==> config.mk <==
export PLATFORM = sky130hd
export DESIGN_NAME = instr_fetch_queue_flat
export DESIGN_NICKNAME = d
export VERILOG_FILES = /design/src/rtl/instr_fetch_queue_if.sv /design/src/rtl/instr_fetch_queue.sv /design/src/flat_wrapper.sv
export SDC_FILE = /design/constraint.sdc
export NUM_CORES = 1
export LEC_CHECK = 0
export ABC_AREA = 1
export CELL_PAD_IN_SITES_DETAIL_PLACEMENT = 2
export CELL_PAD_IN_SITES_GLOBAL_PLACEMENT = 2
export CORE_MARGIN = 2
export CORE_UTILIZATION = 38
export DETAILED_ROUTE_END_ITERATION = 12
export GPL_TIMING_DRIVEN = 0
export HOLD_SLACK_MARGIN = 0.1
export PLACE_DENSITY = 0.8
export SETUP_SLACK_MARGIN = 0.1
export SLEW_MARGIN = 20
export SYNTH_ARGS = -nofsm -noshare
export SYNTH_HDL_FRONTEND = slang
export SYNTH_SLANG_ARGS = --single-unit
==> constraint.sdc <==
create_clock -name clk -period 6.2 [get_ports clk]
set_clock_uncertainty 0.05 [all_clocks]
set_input_delay 1.86 -clock clk [delete_from_list [all_inputs] [get_ports clk]]
set_output_delay 1.86 -clock clk [all_outputs]
set_load 0.05 [all_outputs]
==> src/rtl/instr_fetch_queue_if.sv <==
// Fetch-queue bus bundle: instruction-memory request/response, redirect input,
// and the instruction stream handed to decode.
//
// Handshake rule for every valid/ready pair in this bundle: a transfer happens
// on a rising clock edge where valid and ready are both 1. A valid source holds
// its payload stable until that edge. The imem response channel has no ready;
// the fetch queue reserves a slot before issuing each request, so it can always
// accept a response.
interface instr_fetch_queue_if;
    logic        imem_req_valid;
    logic        imem_req_ready;
    logic [31:0] imem_req_addr;
    logic        imem_resp_valid;
    logic [31:0] imem_resp_data;
    logic        redirect_valid;
    logic [31:0] redirect_pc;
    logic        instr_valid;
    logic        instr_ready;
    logic [31:0] instr;
    logic [31:0] instr_pc;

    // Fetch unit side
    modport master (
        output imem_req_valid, imem_req_addr, instr_valid, instr, instr_pc,
        input  imem_req_ready, imem_resp_valid, imem_resp_data,
               redirect_valid, redirect_pc, instr_ready
    );

    // Memory / decode / branch-unit side
    modport slave (
        input  imem_req_valid, imem_req_addr, instr_valid, instr, instr_pc,
        output imem_req_ready, imem_resp_valid, imem_resp_data,
               redirect_valid, redirect_pc, instr_ready
    );
endinterface

==> src/rtl/instr_fetch_queue.sv <==
// Instruction fetch queue: owns the fetch PC, issues in-order word reads with a
// credit limit of DEPTH, buffers returned words with their PCs and hands them to
// decode. A redirect flushes the queue; responses still in flight from before
// the redirect are counted and dropped in the FLUSH state.
// Optional build macro IFQ_BYPASS_EN: a response arriving while the queue is
// empty is presented to decode in the same cycle (0-cycle latency).
// dbg_flush exposes the FSM state (1 = FLUSH).
module instr_fetch_queue #(
    parameter int unsigned DEPTH    = 4,
    parameter logic [31:0] RESET_PC = 32'h0000_0000
) (
    input  logic                       clk,
    input  logic                       reset,
    instr_fetch_queue_if.master        bus,
    output logic                       dbg_flush
);
    localparam int unsigned AW = $clog2(DEPTH);
    localparam int unsigned CW = AW + 1;

    typedef enum logic {FETCH, FLUSH} state_t;

    state_t         state_q, state_d;
    logic [31:0]    fetch_pc_q, fetch_pc_d;
    logic [CW-1:0]  count_q, count_d;
    logic [CW-1:0]  inflight_q, inflight_d;
    logic [CW-1:0]  stale_q, stale_d;
    logic [AW-1:0]  rd_ptr_q, rd_ptr_d, wr_ptr_q, wr_ptr_d;
    logic [AW-1:0]  tag_rd_q, tag_rd_d, tag_wr_q, tag_wr_d;
    logic           req_en_q, req_en_d;
    logic           instr_valid_q, instr_valid_d;
    logic [31:0]    instr_q, instr_d, instr_pc_q, instr_pc_d;

    logic [31:0]    data_mem [DEPTH];
    logic [31:0]    pc_mem   [DEPTH];
    logic [31:0]    tag_mem  [DEPTH];

    logic           req_fire, resp_live, push, pop, bypass_hit;
    logic [31:0]    resp_pc;
    logic [CW:0]    occupancy;

    // Next-state computation for the FSM, counters, pointers and output head
    always_comb begin
        req_fire  = bus.imem_req_valid && bus.imem_req_ready;
        // A response only counts in FETCH and only if a request is outstanding;
        // anything else is a stale drop or a protocol error.
        resp_live = bus.imem_resp_valid && (state_q == FETCH) && (inflight_q != '0);
        resp_pc   = tag_mem[tag_rd_q];
`ifdef IFQ_BYPASS_EN
        bypass_hit = resp_live && (count_q == '0) && !bus.redirect_valid;
`else
        bypass_hit = 1'b0;
`endif
        pop  = instr_valid_q && bus.instr_ready && !bus.redirect_valid;
        push = resp_live && !bus.redirect_valid && !(bypass_hit && bus.instr_ready);

        state_d    = state_q;
        fetch_pc_d = req_fire ? fetch_pc_q + 32'd4 : fetch_pc_q;
        inflight_d = inflight_q + CW'(req_fire) - CW'(resp_live);
        tag_wr_d   = tag_wr_q + AW'(req_fire);
        tag_rd_d   = tag_rd_q + AW'(resp_live);
        count_d    = count_q + CW'(push) - CW'(pop);
        wr_ptr_d   = wr_ptr_q + AW'(push);
        rd_ptr_d   = rd_ptr_q + AW'(pop);
        stale_d    = stale_q;

        // Drain pre-redirect responses; fetch resumes once the last one is gone
        if (state_q == FLUSH && bus.imem_resp_valid && stale_q != '0) begin
            stale_d = stale_q - CW'(1);
            if (stale_q == CW'(1)) begin
                state_d = FETCH;
            end
        end

        if (bus.redirect_valid) begin
            fetch_pc_d = bus.redirect_pc & ~32'd3;
            count_d    = '0;
            rd_ptr_d   = wr_ptr_q;
            tag_rd_d   = tag_wr_q;
            if (state_q == FETCH) begin
                // A response landing in this cycle is already retired
                stale_d    = inflight_q - CW'(resp_live);
                inflight_d = '0;
                state_d    = (stale_d != '0) ? FLUSH : FETCH;
            end
        end

        // Registered head: hold when the queue goes empty, otherwise track the oldest entry
        instr_d    = instr_q;
        instr_pc_d = instr_pc_q;
        if (!bus.redirect_valid) begin
            if (pop) begin
                if (count_q > CW'(1)) begin
                    instr_d    = data_mem[rd_ptr_q + AW'(1)];
                    instr_pc_d = pc_mem[rd_ptr_q + AW'(1)];
                end else if (push) begin
                    instr_d    = bus.imem_resp_data;
                    instr_pc_d = resp_pc;
                end
            end else if (count_q == '0 && push) begin
                instr_d    = bus.imem_resp_data;
                instr_pc_d = resp_pc;
            end
        end

        instr_valid_d = (count_d != '0);
        occupancy     = {1'b0, count_d} + {1'b0, inflight_d};
        req_en_d      = (state_d == FETCH) && (occupancy < (CW+1)'(DEPTH));
    end

    // Entry storage for the data queue and the request-address tag queue
    always_ff @(posedge clk) begin
        if (push) begin
            data_mem[wr_ptr_q] <= bus.imem_resp_data;
            pc_mem[wr_ptr_q]   <= resp_pc;
        end
        if (req_fire) begin
            tag_mem[tag_wr_q] <= fetch_pc_q;
        end
    end

    // State, counters, pointers and registered outputs
    always_ff @(posedge clk or posedge reset) begin
        if (reset) begin
            state_q       <= FETCH;
            fetch_pc_q    <= RESET_PC;
            count_q       <= '0;
            inflight_q    <= '0;
            stale_q       <= '0;
            rd_ptr_q      <= '0;
            wr_ptr_q      <= '0;
            tag_rd_q      <= '0;
            tag_wr_q      <= '0;
            req_en_q      <= 1'b0;
            instr_valid_q <= 1'b0;
            instr_q       <= '0;
            instr_pc_q    <= '0;
        end else begin
            state_q       <= state_d;
            fetch_pc_q    <= fetch_pc_d;
            count_q       <= count_d;
            inflight_q    <= inflight_d;
            stale_q       <= stale_d;
            rd_ptr_q      <= rd_ptr_d;
            wr_ptr_q      <= wr_ptr_d;
            tag_rd_q      <= tag_rd_d;
            tag_wr_q      <= tag_wr_d;
            req_en_q      <= req_en_d;
            instr_valid_q <= instr_valid_d;
            instr_q       <= instr_d;
            instr_pc_q    <= instr_pc_d;
        end
    end

    // A redirect pulse suppresses the request issued in the same cycle
    assign bus.imem_req_valid = req_en_q && !bus.redirect_valid;
    assign bus.imem_req_addr  = fetch_pc_q;
`ifdef IFQ_BYPASS_EN
    assign bus.instr_valid = instr_valid_q || bypass_hit;
    assign bus.instr       = bypass_hit ? bus.imem_resp_data : instr_q;
    assign bus.instr_pc    = bypass_hit ? resp_pc : instr_pc_q;
`else
    assign bus.instr_valid = instr_valid_q;
    assign bus.instr       = instr_q;
    assign bus.instr_pc    = instr_pc_q;
`endif
    assign dbg_flush = (state_q == FLUSH);

endmodule

==> src/flat_wrapper.sv <==
// flat-port wrapper written by rule: the top's interface ports become plain ports
module instr_fetch_queue_flat 
#(
    parameter int unsigned DEPTH    = 4,
    parameter logic [31:0] RESET_PC = 32'h0000_0000
)
  (clk, reset, dbg_flush, bus_imem_req_valid, bus_imem_req_addr, bus_instr_valid, bus_instr, bus_instr_pc, bus_imem_req_ready, bus_imem_resp_valid, bus_imem_resp_data, bus_redirect_valid, bus_redirect_pc, bus_instr_ready);
  instr_fetch_queue_if bus_i ();
  input  logic clk;
  input  logic reset;
  output logic dbg_flush;
  output wire logic [$bits(bus_i.imem_req_valid)-1:0] bus_imem_req_valid;
  output wire logic [$bits(bus_i.imem_req_addr)-1:0] bus_imem_req_addr;
  output wire logic [$bits(bus_i.instr_valid)-1:0] bus_instr_valid;
  output wire logic [$bits(bus_i.instr)-1:0] bus_instr;
  output wire logic [$bits(bus_i.instr_pc)-1:0] bus_instr_pc;
  input wire logic [$bits(bus_i.imem_req_ready)-1:0] bus_imem_req_ready;
  input wire logic [$bits(bus_i.imem_resp_valid)-1:0] bus_imem_resp_valid;
  input wire logic [$bits(bus_i.imem_resp_data)-1:0] bus_imem_resp_data;
  input wire logic [$bits(bus_i.redirect_valid)-1:0] bus_redirect_valid;
  input wire logic [$bits(bus_i.redirect_pc)-1:0] bus_redirect_pc;
  input wire logic [$bits(bus_i.instr_ready)-1:0] bus_instr_ready;
  assign bus_imem_req_valid = bus_i.imem_req_valid;
  assign bus_imem_req_addr = bus_i.imem_req_addr;
  assign bus_instr_valid = bus_i.instr_valid;
  assign bus_instr = bus_i.instr;
  assign bus_instr_pc = bus_i.instr_pc;
  assign bus_i.imem_req_ready = bus_imem_req_ready;
  assign bus_i.imem_resp_valid = bus_imem_resp_valid;
  assign bus_i.imem_resp_data = bus_imem_resp_data;
  assign bus_i.redirect_valid = bus_redirect_valid;
  assign bus_i.redirect_pc = bus_redirect_pc;
  assign bus_i.instr_ready = bus_instr_ready;
  instr_fetch_queue #(.DEPTH(DEPTH), .RESET_PC(RESET_PC)) u_core (.clk(clk), .reset(reset), .bus(bus_i), .dbg_flush(dbg_flush));
endmodule
* Word level (Yosys, flattened, before mapping)
Memories as Yosys holds them, arrays and structs flattened.
Index checks and enable logic that the tools add are counted.
** Cells by class
- Add/sub/neg operators :: 13
- Order comparisons :: 2
- Equality and inequality tests :: 2
- Muxes and demuxes :: 27
- Bitwise gates (word level) :: 3
- Reductions and logical operators :: 20
** Operator list (number)
- two-way mux 32 bit :: 10
- adder 32 x 3 -> 32 bit, second input constant :: 1
- two-way mux 3 bit :: 6
- nonzero test 3 bit :: 4
- logical AND 1 bit :: 11
- two-way mux 1 bit :: 9
- subtractor 3 x 1 -> 3 bit :: 3
- adder 2 x 1 -> 2 bit :: 4
- adder 3 x 1 -> 3 bit :: 2
- adder 3 x 3 -> 4 bit :: 1
- < comparator 4 x 3 -> 1 bit, second input constant :: 1
- two-way mux 2 bit :: 2
- nonzero test 2 bit :: 2
- == test 3 x 1 -> 1 bit, second input constant :: 1
- greater-than comparator 3 x 1 -> 1 bit, second input constant :: 1
- zero test 3 bit :: 1
- inequality test 3 x 2 -> 1 bit, second input constant :: 1
- inverter 1 bit :: 3
- AND reduction 3 bit :: 1
- subtractor 3 x 1 -> 3 bit, second input constant :: 1
- adder 2 x 1 -> 2 bit, second input constant :: 1
- zero test 1 bit :: 1
** Storage, ports and cells
- Register bits after elaboration :: 116
- Bits in writable memories :: 384
- Input port bits :: 70
- Memories :: 3
** Memories
- u_core.data_mem :: depth 4, width 32, rd ports 1, clocked after memory_dff 0, wr ports 1, line instr_fetch_queue.sv:33 : logic [31:0] data_mem [DEPTH];
- u_core.pc_mem :: depth 4, width 32, rd ports 1, clocked after memory_dff 0, wr ports 1, line instr_fetch_queue.sv:34 : logic [31:0] pc_mem [DEPTH];
- u_core.tag_mem :: depth 4, width 32, rd ports 1, clocked after memory_dff 0, wr ports 1, line instr_fetch_queue.sv:35 : logic [31:0] tag_mem [DEPTH];

* Longest topological paths before layout
Gate-level depths: netlist of the first run.
- Depth in word-level cells :: 10
- Mapped depth :: 14
- Depth with buffers taken out :: 14

* Worst setup path after synthesis of the first run
No wires, ideal clock.
- Path type :: input port to flip-flop
- Start :: input bus_redirect_valid
- End :: memory u_core.data_mem[1][0] (enable)
- Arrival time :: 6394 ps
- Required time :: 5592 ps
- Slack :: -802 ps
- Cell stages on the path :: 3
- Path buffers :: 0
- Path through :: inv_1 -> nand3_2 -> nor3_1
** On the way
- Longest elaborated chain between the ends :: 4
** Ends and longest elaborated chain
- start: declaration :: line flat_wrapper.sv:20 : input wire logic [$bits(bus_i.redirect_valid)-1:0] bus_redirect_valid;
- zero test 1 bit :: line instr_fetch_queue.sv:54 : push = resp_live && !bus.redirect_valid && !(bypass_hit && bus.instr_ready);
- logical AND 1 bit :: line instr_fetch_queue.sv:54
- two-way mux 1 bit :: line instr_fetch_queue.sv:112 : if (push) begin
- two-way mux 1 bit (not written as such) :: line instr_fetch_queue.sv:113 : data_mem[wr_ptr_q] <= bus.imem_resp_data;
- end: declaration :: line instr_fetch_queue.sv:33
Every way passes these cells.

* Worst setup path after layout of the first run
- Start :: input bus_redirect_valid
- End :: output bus_imem_req_valid
** On the way
- Longest elaborated chain between the ends :: 2
** Ends and longest elaborated chain
- zero test 1 bit :: line instr_fetch_queue.sv:155 : assign bus.imem_req_valid = req_en_q && !bus.redirect_valid;
- logical AND 1 bit :: line instr_fetch_queue.sv:155
- end: declaration :: line flat_wrapper.sv:12 : output wire logic [$bits(bus_i.imem_req_valid)-1:0] bus_imem_req_valid;
Every way passes these cells.

==> reports/metrics.sh, run 1 <==
CP_COMMON_CELL='clkdlybuf4s50_1'
CLK_PIN_SLEW_WORST_PATHS_PS=60
TIMING.SETUP.CRITICAL_PATH_CLASS='in2out'
MAXIMUM_NUMBER_OF_PINS_ON_ONE_NET_BEFORE_GLOBAL_ROUTE_REPAIR=86
CTS_SETUP_BUFFERS=0
TOTAL_GRT_USAGE_PCT=24.5
POST_SYNTH_INST_COUNT=1977
CELL_CHAIN_OF_THE_CRITICAL_PATH='clkdlybuf4s50_1 > nor2_1 > clkdlybuf4s50_1'
TIMING.FINAL.CRIT_SHARE_PCT=87.3
VDD_IR_DROP_MAX_mV=0.226
HOLDCRITSTARTPOINT='u_core.bus.instr_pc[26]$_DFFE_PP0P_'
FLOORPLAN.DIE.HEIGHT_UM=236
PLACEDCELLCOUNT=2887
SYNTH_ASYNC_SR_FLOP_SHARE_PCT=23.3
POWER.DENSITY_CELL_AREA_mW_PER_MM2=438
FINAL_NETS=2336
FINAL_CELL_MIX='715 x nand2_1, 368 x edfxtp_1, 227 x nand3_1'
HPWL_UM=46700
RSZ0062_AT_GRT='no'
CTS.PATH.MAX_BUFFERS=3
SYNTH.CELL_AREA_MM2=0.0204
WORST-SLEW-PIN-TRANSITION_PS=924
SYNTH_SEQ_AREA_SHARE_PCT=67.8
CTS-ROOT-BUF='clkbuf_16'
CRITICAL_PATH.REG2REG.ENDPOINT='u_core.req_en_q$_DFF_PP0_'
AREA_DELTA_SYNTH_FINAL_PCT=22.5
DRTITER0DRC=878
SLOWEST_STAGE='clkdlybuf4s50_1'
START_KIND='input pin'
FINISHED_LAYOUT_CELLS=2983
SYNTHESIS.AREA_PER_INSTANCE_UM2=10.3
FINAL_LAYOUT_SIZE_SUFFIX_GT1_SHARE_PCT=8.31
TIMING.FINAL.CRIT_PERIOD_PS=5410
FINALWIRELENGTH_UM=67400
GRT_PASS1_VIAS=17600
WORSTHOLDPATHCELLS=2
LAYOUT_SETUP_WS_PS=790
LAYOUT_COMMONEST_CELL='nand2_1'
FLOORPLAN.INITIALDENSITY_PCT=38.2
POST_CTS_RESIZED=0
ANTENNA_CELLS_INSERTED=0
DIE-WIDTH_UM=236
SYNTH-WARNING-COUNT=0
DR.PASS1.ITERS=5
END_OF_FLOW_CORE_UTILIZATION_PCT=46.8
ROUTEDWLPERCELL_UM=22.6
WORSTSETUPENDPOINTTYPE='primary output'
WORST_EP_REQUIRED_TIME_PS=4290
CRITICAL_PATH.REG2REG.STARTPOINT='u_core.req_en_q$_DFF_PP0_'
RUN_STATUS='complete, no violations'
SYNTH_TOP_FLOP_CELL='edfxtp_1'
CRITICAL_PATH_ARRIVAL_PS=3500
HP-CLASS='reg2reg'
FP.DIEAREA_MM2=0.0557
SYNTH-SEQ-CELLS=480
ANTENNA_FOUND_INITIAL=0
FIRST_PASS_GRT_WIRE_LENGTH_UM=105000
GR-TOTAL-OVERFLOW=0
SYNTHTOPCELLSBYAREA='edfxtp_1 54%, dfrtp_1 14%, nand2_1 13%'
SYNTH_EDF_COUNT=368
MAX_STAGE_DELAY_PS=850
FINAL_ANTENNA_NET_COUNT=0
WORST_REG2REG_SETUP_SLACK_PS=2960
SLEW_HEADROOM_PCT=38.1
AVGVIACOUNTPERCELL=5.17
CAP_VIOLATIONS=0
POST_CTS_HOLD_BUFFER_COUNT=0
PLACEABLECOREAREA_MM2=0.0535
TIMING.FINAL.SETUP_VIOLATIONS=0
FINAL_AREA_MM2=0.0250
CRITPATHLAUNCH='bus_redirect_valid'
VIAS=15400
TRITONCTS.NUM_BUFFERS=52
NETLIST-CELL-TYPE-COUNT=40
TRITONCTS='yes'
WORST_SKEW_PAIR.LATE_LATENCY_PS=600
PLACED_CELL_AREA_MM2=0.0234
GPL_WTD_CONG=0.757
ROWS=85
TOP_LEVEL_PORTS=169
SYNTHDOMINANTAREACELLTYPE='edfxtp_1'
MAX_SLEW_VIO_COUNT=0
TIMING.FINAL.HOLD_VIOLATIONS=0
DRC=0
MIN_DELAY_WORST_ENDPOINT='u_core.bus.instr_pc[26]$_DFFE_PP0P_'
CTS_MAX_LEVEL=2
TOTAL_LEAKAGE_POWER_nW=10.6
YOSYS.AREA.TOP_TYPE_SHARE_PCT=54.1
CLOCK_SINKS=480
IO_BUFFERS=162
PLACEMENT_STAGE_WORST_SETUP_SLACK_PS=767
RR_WORST_DEPTH=14
FMAX_MHz=185
POWER.TOTAL_mW=11.0
WORSTPATHMAXFANOUT=5
## per-stage QoR
| step | TNS, ps | hold slack [ps] |
|---|---|---|
| global route | 0 | 459 |
| detailed placement | 0 | 424 |
| finish | 0 | 431 |
| floorplan | -198940 | 451 |
| global placement | -1611340 | 412 |
| CTS | 0 | 440 |
## layer usage
metal / wire length (um) / share of wire, % / vias up / global-route usage, %
li1: - / - / 7052 / -
met1: 27500 / 41 / 7956 / 29.5
met2: 35500 / 53 / 315 / 45.1
met3: 2470 / 3.7 / 110 / 3.63
met4: 1890 / 2.8 / 0 / 7.51
met5: 0 / 0 / - / 0
## cells in the mapped netlist (7+ instances only)
library cell,instances
ha_1,19
nor3_1,10
edfxtp_1,368
a21oi_1,67
nor2_1,112
clkbuf_1,41
a22oi_1,20
xor2_1,9
buf_4,12
o21ai_0,14
buf_2,23
inv_1,174
buf_6,7
nand3_1,227
dfrtp_1,112
nand2_1,715
## kinds of logic (layout without fill, tap and decap cells)
group	after synthesis	in the layout	share of synthesized area, %
AND/OR/NAND/NOR	1076	1076	21.4
AO/OA/AOI/OAI	117	117	3.34
flip-flops	480	480	67.8
buffers and inverters	270	577	5.59
other	1	4	0.0183
XOR/XNOR	12	12	0.514
adder cells (fa/ha/maj)	21	21	1.36
## critical path: cells and delay by family
| kind | cells | cell delay (ps) |
|---|---|---|
| buffers and inverters | 2 | 1370 |
| AND/OR/NAND/NOR | 1 | 270 |
## where the power goes
part / switching, mW / internal (mW)
Clock: 1.31 / 1.73
Sequential: 0.299 / 3.97
Combinational: 2.64 / 1.02
## final cells by class
cell class / count / area (um2)
fill: 5611 / 28500
inverter: 181 / 689
timing repair buffer: 211 / 2040
buffer: 89 / 460
clock buffer: 71 / 1420
tap: 696 / 871
multi-input combinational: 1230 / 5500
clock inverter: 25 / 201
sequential: 480 / 13900
## worst max-delay path by stage
stage / end / slack (ps) / depth (start not counted)
2_1_floorplan: u_core.data_mem[1][0]$_DFFE_PP_ / -800 / 3
3_3_place_gp: u_core.data_mem[0][7]$_DFFE_PP_ / -5710 / 4
3_5_place_dp: bus_imem_req_valid / 770 / 3
4_1_cts: bus_imem_req_valid / 750 / 3
5_1_grt: bus_imem_req_valid / 730 / 3
6_report: bus_imem_req_valid / 790 / 3
## registers in the layout (all words and copies together), names as in the netlist
name / flops
u_core.bus.imem_req_addr: 30
u_core.bus.instr: 32
u_core.bus.instr_pc: 30
u_core.bus.instr_valid: 1
u_core.count_q: 3
u_core.data_mem: 128
u_core.dbg_flush: 1
u_core.inflight_q: 3
u_core.pc_mem: 120
u_core.rd_ptr_q: 2
u_core.req_en_q: 1
u_core.stale_q: 3
u_core.tag_mem: 120
u_core.tag_rd_q: 2
u_core.tag_wr_q: 2
u_core.wr_ptr_q: 2
Power figures use the tool's default switching activity.
==> run 2, diff against run 1 <==
--- a/config.mk
+++ b/config.mk
@@ -15,7 +15,6 @@
 export HOLD_SLACK_MARGIN = 0.1
 export PLACE_DENSITY = 0.8
 export SETUP_SLACK_MARGIN = 0.1
-export SLEW_MARGIN = 20
 export SYNTH_ARGS = -nofsm -noshare
 export SYNTH_HDL_FRONTEND = slang
 export SYNTH_SLANG_ARGS = --single-unit
==> reports/metrics.sh, run 2 (synthesis gave the netlist of run 1 again) <==
TIMING.FINAL.CRIT_PERIOD_PS=5440
ROUTEDWLPERCELL_UM=22.5
RSZ0062_AT_GRT='no'
TOTAL_GRT_USAGE_PCT=24.5
HOLD_WS_PS=428
TRITONCTS='yes'
CRITICAL_PATH_ARRIVAL_PS=3530
MULTI_INPUT_COMB_AREA_MM2=0.00550
LARGEST_REGISTER_FF_COUNT=128
FP.DIEAREA_MM2=0.0557
HP-CLASS='reg2reg'
TOP_REGISTER='u_core.data_mem'
HPWL_UM=46500
POST_CTS_RESIZED=0
DIE-WIDTH_UM=236
FINISHED_LAYOUT_CELLS=2977
FINALWIRELENGTH_UM=66900
FLOORPLAN.DIE.HEIGHT_UM=236
CLK_PIN_SLEW_WORST_PATHS_PS=60
PLACEDCELLCOUNT=2879
RUN_STATUS='complete, no violations'
AREA_DELTA_SYNTH_FINAL_PCT=22.9
FMAX_MHz=184
CPLARGESTDELAYFAMILY='buffers and inverters'
LAYOUT_COMMONEST_CELL='nand2_1'
REGISTER_AREA_MM2=0.0139
FIRST_PASS_GRT_WIRE_LENGTH_UM=104000
FINAL_CELL_MIX='715 x nand2_1, 368 x edfxtp_1, 227 x nand3_1'
GR-TOTAL-OVERFLOW=0
WORSTHOLDPATHCELLS=2
FINAL_AREA_MM2=0.0251
ROWS=85
IO_BUFFERS=162
CTS-ROOT-BUF='clkbuf_16'
CRITICAL_PATH.REG2REG.STARTPOINT='u_core.req_en_q$_DFF_PP0_'
TOTAL_LEAKAGE_POWER_nW=10.6
CP_COMMON_CELL='clkdlybuf4s50_1'
ANTENNA_FOUND_INITIAL=0
GRT_PASS1_VIAS=17700
PATH_BUF_INV=2
TOP_LEVEL_PORTS=169
TRITONCTS.NUM_BUFFERS=52
END_OF_FLOW_CORE_UTILIZATION_PCT=47.0
CTS_SETUP_BUFFERS=0
PLACED_CELL_AREA_MM2=0.0235
START_KIND='input pin'
LAYOUT_SETUP_WS_PS=758
TIMING.SETUP.CRITICAL_PATH_CLASS='in2out'
CRITICAL_PATH.REG2REG.ENDPOINT='u_core.req_en_q$_DFF_PP0_'
WORST_SKEW_PAIR.LATE_LATENCY_PS=610
RR_WORST_DEPTH=14
FINAL_LAYOUT_SIZE_SUFFIX_GT1_SHARE_PCT=7.89
AVGVIACOUNTPERCELL=5.15
WORST_REG2REG_SETUP_SLACK_PS=2960
REG_TOP3='u_core.data_mem: 128 flops, u_core.pc_mem: 120 flops, u_core.tag_mem: 120 flops'
FINAL_ANTENNA_NET_COUNT=0
CTS_MAX_LEVEL=2
DR.PASS1.ITERS=4
MIN_DELAY_WORST_ENDPOINT='u_core.bus.instr[26]$_DFFE_PP0P_'
WORST-SLEW-PIN-TRANSITION_PS=1000
CAP_VIOLATIONS=0
FLOORPLAN.INITIALDENSITY_PCT=38.2
GPL_WTD_CONG=0.757
WORST_EP_REQUIRED_TIME_PS=4290
FILLCELLCOUNT=5523
FINAL_NETS=2328
PLACEABLECOREAREA_MM2=0.0535
WORSTSETUPENDPOINTTYPE='primary output'
WORSTPATHMAXFANOUT=5
MAX_SLEW_VIO_COUNT=0
POWER.TOTAL_mW=11.0
CLOCK_SINKS=480
MAX_STAGE_DELAY_PS=850
SLEW_HEADROOM_PCT=32.9
MAXIMUM_NUMBER_OF_PINS_ON_ONE_NET_BEFORE_GLOBAL_ROUTE_REPAIR=83
ANTENNA_CELLS_INSERTED=0
TIMING.FINAL.SETUP_VIOLATIONS=0
TIMING.FINAL.HOLD_VIOLATIONS=0
DRTITER0DRC=951
POWER.DENSITY_CELL_AREA_mW_PER_MM2=436
SLOWEST_STAGE='clkdlybuf4s50_1'
VIAS=15300
DRC=0
TIMING.FINAL.CRIT_SHARE_PCT=87.8
PLACEMENT_STAGE_WORST_SETUP_SLACK_PS=692
TIMING.SETUP.TNS_PS=0
POST_CTS_HOLD_BUFFER_COUNT=0
CTS.PATH.MAX_BUFFERS=3
VDD_IR_DROP_MAX_mV=0.204
CELL_CHAIN_OF_THE_CRITICAL_PATH='clkdlybuf4s50_1 > nor2_1 > clkdlybuf4s50_1'
HOLDCRITSTARTPOINT='u_core.bus.instr[26]$_DFFE_PP0P_'
[run 2: final cells by class]
cell class / count / share of cell area, %
inverter: 181 / 2.73
multi-input combinational: 1230 / 21.9
tap: 696 / 3.46
clock buffer: 77 / 6.04
clock inverter: 21 / 0.528
sequential: 480 / 55.1
buffer: 89 / 1.83
timing repair buffer: 203 / 8.40
[run 2: worst max path at each step]
stage	from	end	slack (ps)	cells past startpoint
global placement	bus_redirect_valid	u_core.data_mem[0][7]$_DFFE_PP_	-5710	4
CTS	bus_redirect_valid	bus_imem_req_valid	680	3
floorplan	bus_redirect_valid	u_core.data_mem[1][0]$_DFFE_PP_	-800	3
detailed placement	bus_redirect_valid	bus_imem_req_valid	690	3
finish	bus_redirect_valid	bus_imem_req_valid	760	3
global route	bus_redirect_valid	bus_imem_req_valid	660	3
[run 2: power breakdown]
group	leakage (nW)	switching, mW	internal, mW
Combinational	5.01	2.64	1.02
Clock	0.811	1.30	1.73
Sequential	4.74	0.298	3.97
[run 2: worst reg2reg max path, stage by stage, from the launching register on]
cell and delay (ps):
dfrtp_1 320, inv_1 40, nor2_1 210, nand2_1 180, inv_1 210, buf_2 330, ha_1 200, inv_1 60
fa_1 410, or2_2 310, a21oi_1 210, ha_1 270, nor3_1 180, nand2_1 90, nor2_1 100
[run 2: metal layers]
layer	part of all wire (%)	GRT usage, %	vias to the layer above
met5	0	0	-
met4	2.9	7.82	0
met3	3.6	3.48	113
met2	52	45.1	323
met1	41	29.6	7870
li1	-	-	7032
